[config.mk]
export PLATFORM = sky130hd
export DESIGN_NAME = bcd_scan_counter
export DESIGN_NICKNAME = d
export VERILOG_FILES = /design/src/rtl/bcd_disp_pkg.sv /design/src/rtl/bcd_digit.sv /design/src/rtl/bcd_scan_counter.sv
export SDC_FILE = /design/constraint.sdc
export NUM_CORES = 1
export LEC_CHECK = 0
export CORE_MARGIN = 3
export CORE_UTILIZATION = 30
export CTS_CLUSTER_SIZE = 40
export DETAILED_ROUTE_END_ITERATION = 12
export HOLD_SLACK_MARGIN = 0.05
export SLEW_MARGIN = 10
export SYNTH_ARGS = -nofsm -noshare
export SYNTH_HDL_FRONTEND = slang
export SYNTH_SLANG_ARGS = --single-unit
[constraint.sdc]
create_clock -name clk -period 2.5 [get_ports clk]
set_input_delay 0.375 -clock clk [delete_from_list [all_inputs] [get_ports clk]]
set_output_delay 0.375 -clock clk [all_outputs]
set_load 0.02 [all_outputs]
[src/rtl/bcd_disp_pkg.sv]
// Shared display definitions for the BCD scan counter.
// Holds the active-low 7-segment patterns (bit 6 = g ... bit 0 = a) for the
// decimal codes 0-9, the blank pattern, and the code-to-segment decoder.
package bcd_disp_pkg;

  localparam logic [6:0] SEG_0     = 7'b1000000;
  localparam logic [6:0] SEG_1     = 7'b1111001;
  localparam logic [6:0] SEG_2     = 7'b0100100;
  localparam logic [6:0] SEG_3     = 7'b0110000;
  localparam logic [6:0] SEG_4     = 7'b0011001;
  localparam logic [6:0] SEG_5     = 7'b0010010;
  localparam logic [6:0] SEG_6     = 7'b0000010;
  localparam logic [6:0] SEG_7     = 7'b1111000;
  localparam logic [6:0] SEG_8     = 7'b0000000;
  localparam logic [6:0] SEG_9     = 7'b0010000;
  localparam logic [6:0] SEG_BLANK = 7'b1111111;

  // Codes 10-15 cannot occur in a stored digit, but they still decode to a
  // dark digit rather than to a garbage pattern.
  function automatic logic [6:0] seg_decode(input logic [3:0] code);
    logic [6:0] seg;
    case (code)
      4'd0:    seg = SEG_0;
      4'd1:    seg = SEG_1;
      4'd2:    seg = SEG_2;
      4'd3:    seg = SEG_3;
      4'd4:    seg = SEG_4;
      4'd5:    seg = SEG_5;
      4'd6:    seg = SEG_6;
      4'd7:    seg = SEG_7;
      4'd8:    seg = SEG_8;
      4'd9:    seg = SEG_9;
      default: seg = SEG_BLANK;
    endcase
    return seg;
  endfunction

endpackage

[src/rtl/bcd_digit.sv]
// One decade cell of the BCD counter.
// Ports:
//   clk, rst_n  - clock (rising edge) and asynchronous active-low reset
//   inc, dec    - step this digit up / down (never both asserted)
//   load        - synchronous load of load_d (codes above 9 store as 0)
//   load_d      - digit value to load
//   d           - stored digit, registered
//   co          - carry out: incrementing while at 9 (rolls the next digit)
//   bo          - borrow out: decrementing while at 0 (rolls the next digit)
module bcd_digit
  import bcd_disp_pkg::*;
(
  input  logic       clk,
  input  logic       rst_n,
  input  logic       inc,
  input  logic       dec,
  input  logic       load,
  input  logic [3:0] load_d,
  output logic [3:0] d,
  output logic       co,
  output logic       bo
);

  // co/bo are combinational so a whole carry chain ripples within one cycle.
  assign co = inc && (d == 4'd9);
  assign bo = dec && (d == 4'd0);

  always_ff @(posedge clk or negedge rst_n) begin
    if (!rst_n) begin
      d <= 4'd0;
    end else if (load) begin
      d <= (load_d > 4'd9) ? 4'd0 : load_d;
    end else if (inc) begin
      d <= co ? 4'd0 : d + 4'd1;
    end else if (dec) begin
      d <= bo ? 4'd9 : d - 4'd1;
    end
  end

endmodule

[src/rtl/bcd_scan_counter.sv]
// Multi-digit BCD up/down counter driving a common-anode multiplexed
// 7-segment display.
// Ports:
//   clk, rst_n - clock (rising edge) and asynchronous active-low reset
//   en         - count enable, gates the tick prescaler
//   up_dn      - 1 = count up, 0 = count down
//   load       - synchronous load of load_val (wins over a tick)
//   load_val   - BCD load value, digit i at [4i+3:4i]
//   bcd        - current count, registered
//   carry      - one-cycle pulse when the count wraps in either direction
//   y          - segments, active-low, bit 6 = g ... bit 0 = a
//   control    - anode selects, active-low, one digit at a time
module bcd_scan_counter
  import bcd_disp_pkg::*;
#(
  parameter int DIGITS   = 4,
  parameter int TICK_DIV = 50000000,
  parameter int SCAN_DIV = 50000,
  parameter int LZB      = 0
) (
  input  logic                  clk,
  input  logic                  rst_n,
  input  logic                  en,
  input  logic                  up_dn,
  input  logic                  load,
  input  logic [4*DIGITS-1:0]   load_val,
  output logic [4*DIGITS-1:0]   bcd,
  output logic                  carry,
  output logic [6:0]            y,
  output logic [DIGITS-1:0]     control
);

  localparam int TW = (TICK_DIV > 1) ? $clog2(TICK_DIV) : 1;
  localparam int SW = (SCAN_DIV > 1) ? $clog2(SCAN_DIV) : 1;
  localparam int IW = (DIGITS > 1) ? $clog2(DIGITS) : 1;

  localparam logic [TW-1:0] TICK_LAST = TW'(TICK_DIV - 1);
  localparam logic [SW-1:0] SCAN_LAST = SW'(SCAN_DIV - 1);
  localparam logic [IW-1:0] IDX_LAST  = IW'(DIGITS - 1);

  logic [TW-1:0]     tick_cnt;
  logic              tick;
  logic              step_up;
  logic              step_dn;
  logic [DIGITS-1:0] inc;
  logic [DIGITS-1:0] dec;
  logic [DIGITS-1:0] co;
  logic [DIGITS-1:0] bo;

  logic [SW-1:0]     scan_cnt;
  logic              scan_wrap;
  logic [IW-1:0]     scan_idx;
  logic [IW-1:0]     idx_nxt;
  logic [DIGITS-1:0] blank;
  logic              upper_zero;
  logic [3:0]        sel_digit;
  logic [6:0]        seg_nxt;

  // ---- Stage: count-step prescaler ----
  // With TICK_DIV = 1 the counter never leaves 0, so tick simply follows en.
  assign tick = en && (tick_cnt == TICK_LAST);

  always_ff @(posedge clk or negedge rst_n) begin
    if (!rst_n) begin
      tick_cnt <= '0;
    end else if (load || tick) begin
      tick_cnt <= '0;
    end else if (en) begin
      tick_cnt <= tick_cnt + TW'(1);
    end
  end

  // ---- Stage: decade chain ----
  // A load discards a coincident tick, so the chain only sees a step when
  // load is low.
  assign step_up = tick && up_dn && !load;
  assign step_dn = tick && !up_dn && !load;

  for (genvar g = 0; g < DIGITS; g++) begin : g_digit
    if (g == 0) begin : g_lsd
      assign inc[g] = step_up;
      assign dec[g] = step_dn;
    end else begin : g_upper
      assign inc[g] = co[g-1];
      assign dec[g] = bo[g-1];
    end

    bcd_digit u_digit (
      .clk    (clk),
      .rst_n  (rst_n),
      .inc    (inc[g]),
      .dec    (dec[g]),
      .load   (load),
      .load_d (load_val[4*g +: 4]),
      .d      (bcd[4*g +: 4]),
      .co     (co[g]),
      .bo     (bo[g])
    );
  end

  // The top digit rolling over means every digit rolled: that is the wrap.
  always_ff @(posedge clk or negedge rst_n) begin
    if (!rst_n) begin
      carry <= 1'b0;
    end else begin
      carry <= co[DIGITS-1] || bo[DIGITS-1];
    end
  end

  // ---- Stage: scan prescaler and digit index ----
  always_comb begin
    scan_wrap = (scan_cnt == SCAN_LAST);
    idx_nxt   = scan_idx;
    if (scan_wrap) begin
      idx_nxt = (scan_idx == IDX_LAST) ? '0 : scan_idx + IW'(1);
    end
  end

  always_ff @(posedge clk or negedge rst_n) begin
    if (!rst_n) begin
      scan_cnt <= '0;
      scan_idx <= '0;
    end else begin
      scan_cnt <= scan_wrap ? '0 : scan_cnt + SW'(1);
      scan_idx <= idx_nxt;
    end
  end

  // ---- Stage: segment/anode output registers ----
  // A digit is a leading zero when it and every digit above it are zero;
  // digit 0 always shows so a zero count still reads "0".
  always_comb begin
    upper_zero = 1'b1;
    blank      = '0;
    for (int k = DIGITS - 1; k >= 0; k--) begin
      upper_zero = upper_zero && (bcd[4*k +: 4] == 4'd0);
      blank[k]   = (LZB != 0) && (k > 0) && upper_zero;
    end
  end

  // The output registers are driven from the index being loaded this edge,
  // so control always matches the scan index register.
  always_comb begin
    sel_digit = bcd[4*int'(idx_nxt) +: 4];
    seg_nxt   = blank[idx_nxt] ? SEG_BLANK : seg_decode(sel_digit);
  end

  always_ff @(posedge clk or negedge rst_n) begin
    if (!rst_n) begin
      y       <= SEG_0;
      control <= ~DIGITS'(1);
    end else begin
      y       <= seg_nxt;
      control <= ~(DIGITS'(1) << idx_nxt);
    end
  end

endmodule

==> results.py <==
metrics = {
    "detailed_routing": {
        "avgRoutedWirePerCell_um": 14.5,
        "drtAntennaViolNets": 0,
        "drt_pass1_iterations": 5,
        "routed-via-count": 3997,
        "drt_iter0_drc": 306,
        "via_per_inst": 5.10,
        "drc": 0,
        "totalWireLength_mm": 11.3,
    },
    "clock_network": {
        "insertion_delay_ns": 0.34,
        "numCtsBuffers": 9,
        "cts_hold_buf": 0,
        "root_buffer": "clkbuf_16",
        "clock_sinks": 72,
        "cts_tree": "done",
        "htreeDepth": 3,
        "path_clk_slew_ns": 0.06,
        "cts_max_path_buffers": 2,
    },
    "die": {
        "initial_core_util_pct": 30.9,
        "io_pins": 49,
        "fp.dieW_um": 129,
        "die-area_um2": 16700,
        "core_um2": 14700,
        "dieHeight_um": 129,
        "core.rowCount": 44,
    },
    "synth": {
        "syn_nets": 550,
        "syn_inst": 505,
        "async_reset_ff_share_pct": 100,
        "muxShareOfSynthArea_pct": 4.04,
        "ys.warnings.count": 0,
        "synth_top_family_by_area": "simple AND/OR/NAND/NOR gates",
        "synth_edf_count": 0,
        "syn_area_per_cell_um2": 9.01,
        "synth_flop_cell": "dfrtp_1",
        "synth_compound_area_share_pct": 13.9,
        "synthSimpleGateAreaFrac_pct": 23.7,
        "yosysSeqAreaShare_pct": 39.7,
        "yosys.area_share.adder_pct": 6.60,
        "synth_cell_type_count": 64,
        "synth.cell_area_um2": 4550,
        "yosys_register_bits": 72,
        "synth_xor_xnor_area_share_pct": 7.51,
    },
    "cells_and_area": {
        "antennaDiodeCount": 0,
        "drive_above_1_share_pct": 17.0,
        "stdcell_count": 783,
        "utilization_pct": 40.5,
        "fin_nets": 639,
        "syn2layout_area_growth_pct": 30.9,
        "fill_cells": 1423,
    },
    "timing": {
        "final_hold_viol_count": 0,
        "slew_viol_final": 0,
        "fin_crit_sh_pct": 98.8,
        "setup_viol": 0,
        "max_slew_margin_pct": 72.5,
        "rsz0062_at_grt": "true",
        "setup_ws_ns": 0.0308,
        "worstMarginPinSlew_ns": 0.403,
        "finalCriticalPeriod_ns": 2.47,
        "fin_skew_ns": 0.0108,
        "timing.hold.ws_ns": 0.0556,
        "fmax_mhz": 405,
    },
    "worst_setup_path": {
        "cpMaxStageDelayCell": "dfrtp_1",
        "path_depth": 12,
        "critPathBufInv": 3,
        "cp-end-kind": "register",
        "r2r_end": "y[5]$_DFF_PN0_",
        "critical_path_peak_fanout": 9,
        "cp.arrival_ns": 2.72,
        "r2r-start": "scan_cnt[0]$_DFF_PN0_",
        "worst_r2r_path_depth": 12,
        "cpPeakStageDelay_ns": 0.37,
        "crit_family": "simple AND/OR/NAND/NOR gates",
        "crit_chain": "ha_2 > and3_4 > and4_4 > mux2i_4 > inv_4 > o21ai_2 > o22ai_4 > buf_4 > ha_1 > inv_1 > mux2i_1 > a21boi_1",
        "required_ns": 2.75,
        "worstSetupStartpointType": "register",
        "critPathKind": "register to register",
        "rrSetupSlack_ns": 0.03,
    },
    "min_path": {
        "hold_path_class": "input pin to async pin",
    },
    "power_and_ir_drop": {
        "finalPower_mw": 3.21,
        "total_leakage_power_nw": 2.56,
        "power_density_nw_per_um2": 539,
        "irDropWorstVdd_mv": 0.337,
    },
    "global_routing": {
        "grt_pass1_vias": 3863,
        "antenna_found_initial": 0,
        "grt_max_degree": 73,
        "overflow": 0,
        "grt_usage_pct": 13.9,
        "grt_pass1_wl_mm": 18.7,
    },
    "flow_run": {
        "cap_violations": 0,
    },
    "outcome": {
        "run_status": "finished, final reports clean",
    },
    "placed_design": {
        "place.gp.congestion": 0.848,
        "dp_hpwl_mm": 8.23,
        "numPortBuffers": 48,
        "place_ws_ns": -0.0727,
        "dp.cells": 760,
    },
}
==> registers in the layout, summed over array words and instances, names as in the netlist <==
name and flops:
tick_cnt 26, carry 1, y 7, control 4, scan_cnt 16, g_digit.u_digit.d 16, scan_idx 2
==> report_power, final <==
part           total [mW]  internal [mW]  switching (mW)
combinational       0.629          0.295           0.334
sequential           1.28           1.22          0.0648
clock                1.30          0.798           0.503
total                3.21           2.31           0.901
==> worst max-delay path by stage <==
stage,from,to,slack (ns)
finish,scan_cnt[0]$_DFF_PN0_,y[5]$_DFF_PN0_,0.03
global route,scan_cnt[0]$_DFF_PN0_,y[3]$_DFF_PN0_,-0.13
CTS,scan_cnt[7]$_DFF_PN0_,y[3]$_DFF_PN0_,0.008
detailed placement,scan_cnt[7]$_DFF_PN0_,y[3]$_DFF_PN0_,-0.07
global placement,scan_cnt[7]$_DFF_PN0_,y[3]$_DFF_PN0_,0.07
floorplan,scan_cnt[0]$_DFF_PN0_,y[3]$_DFF_PN0_,0.005
==> metrics by stage <==
| step | setup TNS (ns) | cell area (um2) |
|---|---|---|
| 2_1_floorplan | 0 | 4560 |
| 3_3_place_gp | 0 | 5510 |
| 5_1_grt | -0.414 | 5960 |
| 3_5_place_dp | -0.101 | 5510 |
| 4_1_cts | 0 | 5830 |
| 6_report | 0 | 5960 |
==> cells in the mapped netlist, types with 5 or more instances <==
cell | count | area share (%)
o22ai_1 | 5 | 0.69
mux2i_1 | 9 | 2.0
inv_1 | 22 | 1.8
nor2b_1 | 5 | 0.69
buf_2 | 8 | 0.88
clkbuf_1 | 9 | 0.74
or3_1 | 6 | 0.83
o21ai_0 | 28 | 3.1
a21oi_1 | 29 | 3.2
ha_1 | 24 | 6.6
nand2_1 | 53 | 4.4
nor3b_1 | 7 | 1.2
nor3_1 | 15 | 1.7
nand4_1 | 12 | 1.7
nor2_1 | 55 | 4.5
nand2b_1 | 5 | 0.69
and3_1 | 9 | 1.2
nand3_1 | 23 | 2.5
dfrtp_1 | 68 | 37
xnor2_1 | 18 | 3.5
xor2_1 | 21 | 4.0
==> layout make-up <==
class / instances / area (um2) / area share, %
Clock buffer: 11 / 243 / 4.08
Clock inverter: 5 / 56.3 / 0.945
Inverter: 25 / 96.3 / 1.62
Multi-Input combinational cell: 387 / 2640 / 44.3
Sequential cell: 72 / 1810 / 30.3
Tap cell: 184 / 230 / 3.87
Timing Repair Buffer: 99 / 887 / 14.9
==> cells by family after synthesis <==
kind of cell	count (synthesis)
adders and majority gates	24
DFF	72
muxes	14
xor gates and xnor gates	39
AOI/OAI and AO/OA	102
buffers and inverters	46
and+or+nand+nor	208
==> layout by cell type, fill, tap and decap left out, types with 5 or more instances in the layout <==
| cell | Yosys | routed |
|---|---|---|
| dfrtp_1 | 68 | 68 |
| nand2_1 | 53 | 53 |
| nor2_1 | 55 | 51 |
| buf_4 | 0 | 48 |
| clkdlybuf4s50_1 | 0 | 47 |
| a21oi_1 | 29 | 29 |
| o21ai_0 | 28 | 25 |
| nand3_1 | 23 | 23 |
| ha_1 | 24 | 23 |
| xor2_1 | 21 | 21 |
| inv_1 | 22 | 20 |
| xnor2_1 | 18 | 18 |
| nor3_1 | 15 | 15 |
| nand4_1 | 12 | 12 |
| mux2i_1 | 9 | 9 |
| clkbuf_16 | 0 | 9 |
| and3_1 | 9 | 7 |
| or3_1 | 6 | 6 |
| nor2b_1 | 5 | 5 |
| nor3b_1 | 7 | 5 |
| nand2b_1 | 5 | 5 |
==> metal layers <==
metal  wire [um]  part of all wire [%]  track usage, %  up-vias
met5           0                     0               0        -
met3         421                   3.7            2.72       15
li1            -                     -               -     1961
met2        5380                    48            22.2       94
met4         221                   2.0            5.87        0
met1        5300                    47            18.5     1927
==> timing repair <==
item	4_1_cts	5_1_grt
gates resized for setup	2	24
setup buffers	4	3
setup endpoints to repair	1	14
pin swaps	4	7
Note: power is estimated with default switching activity, not from simulation.
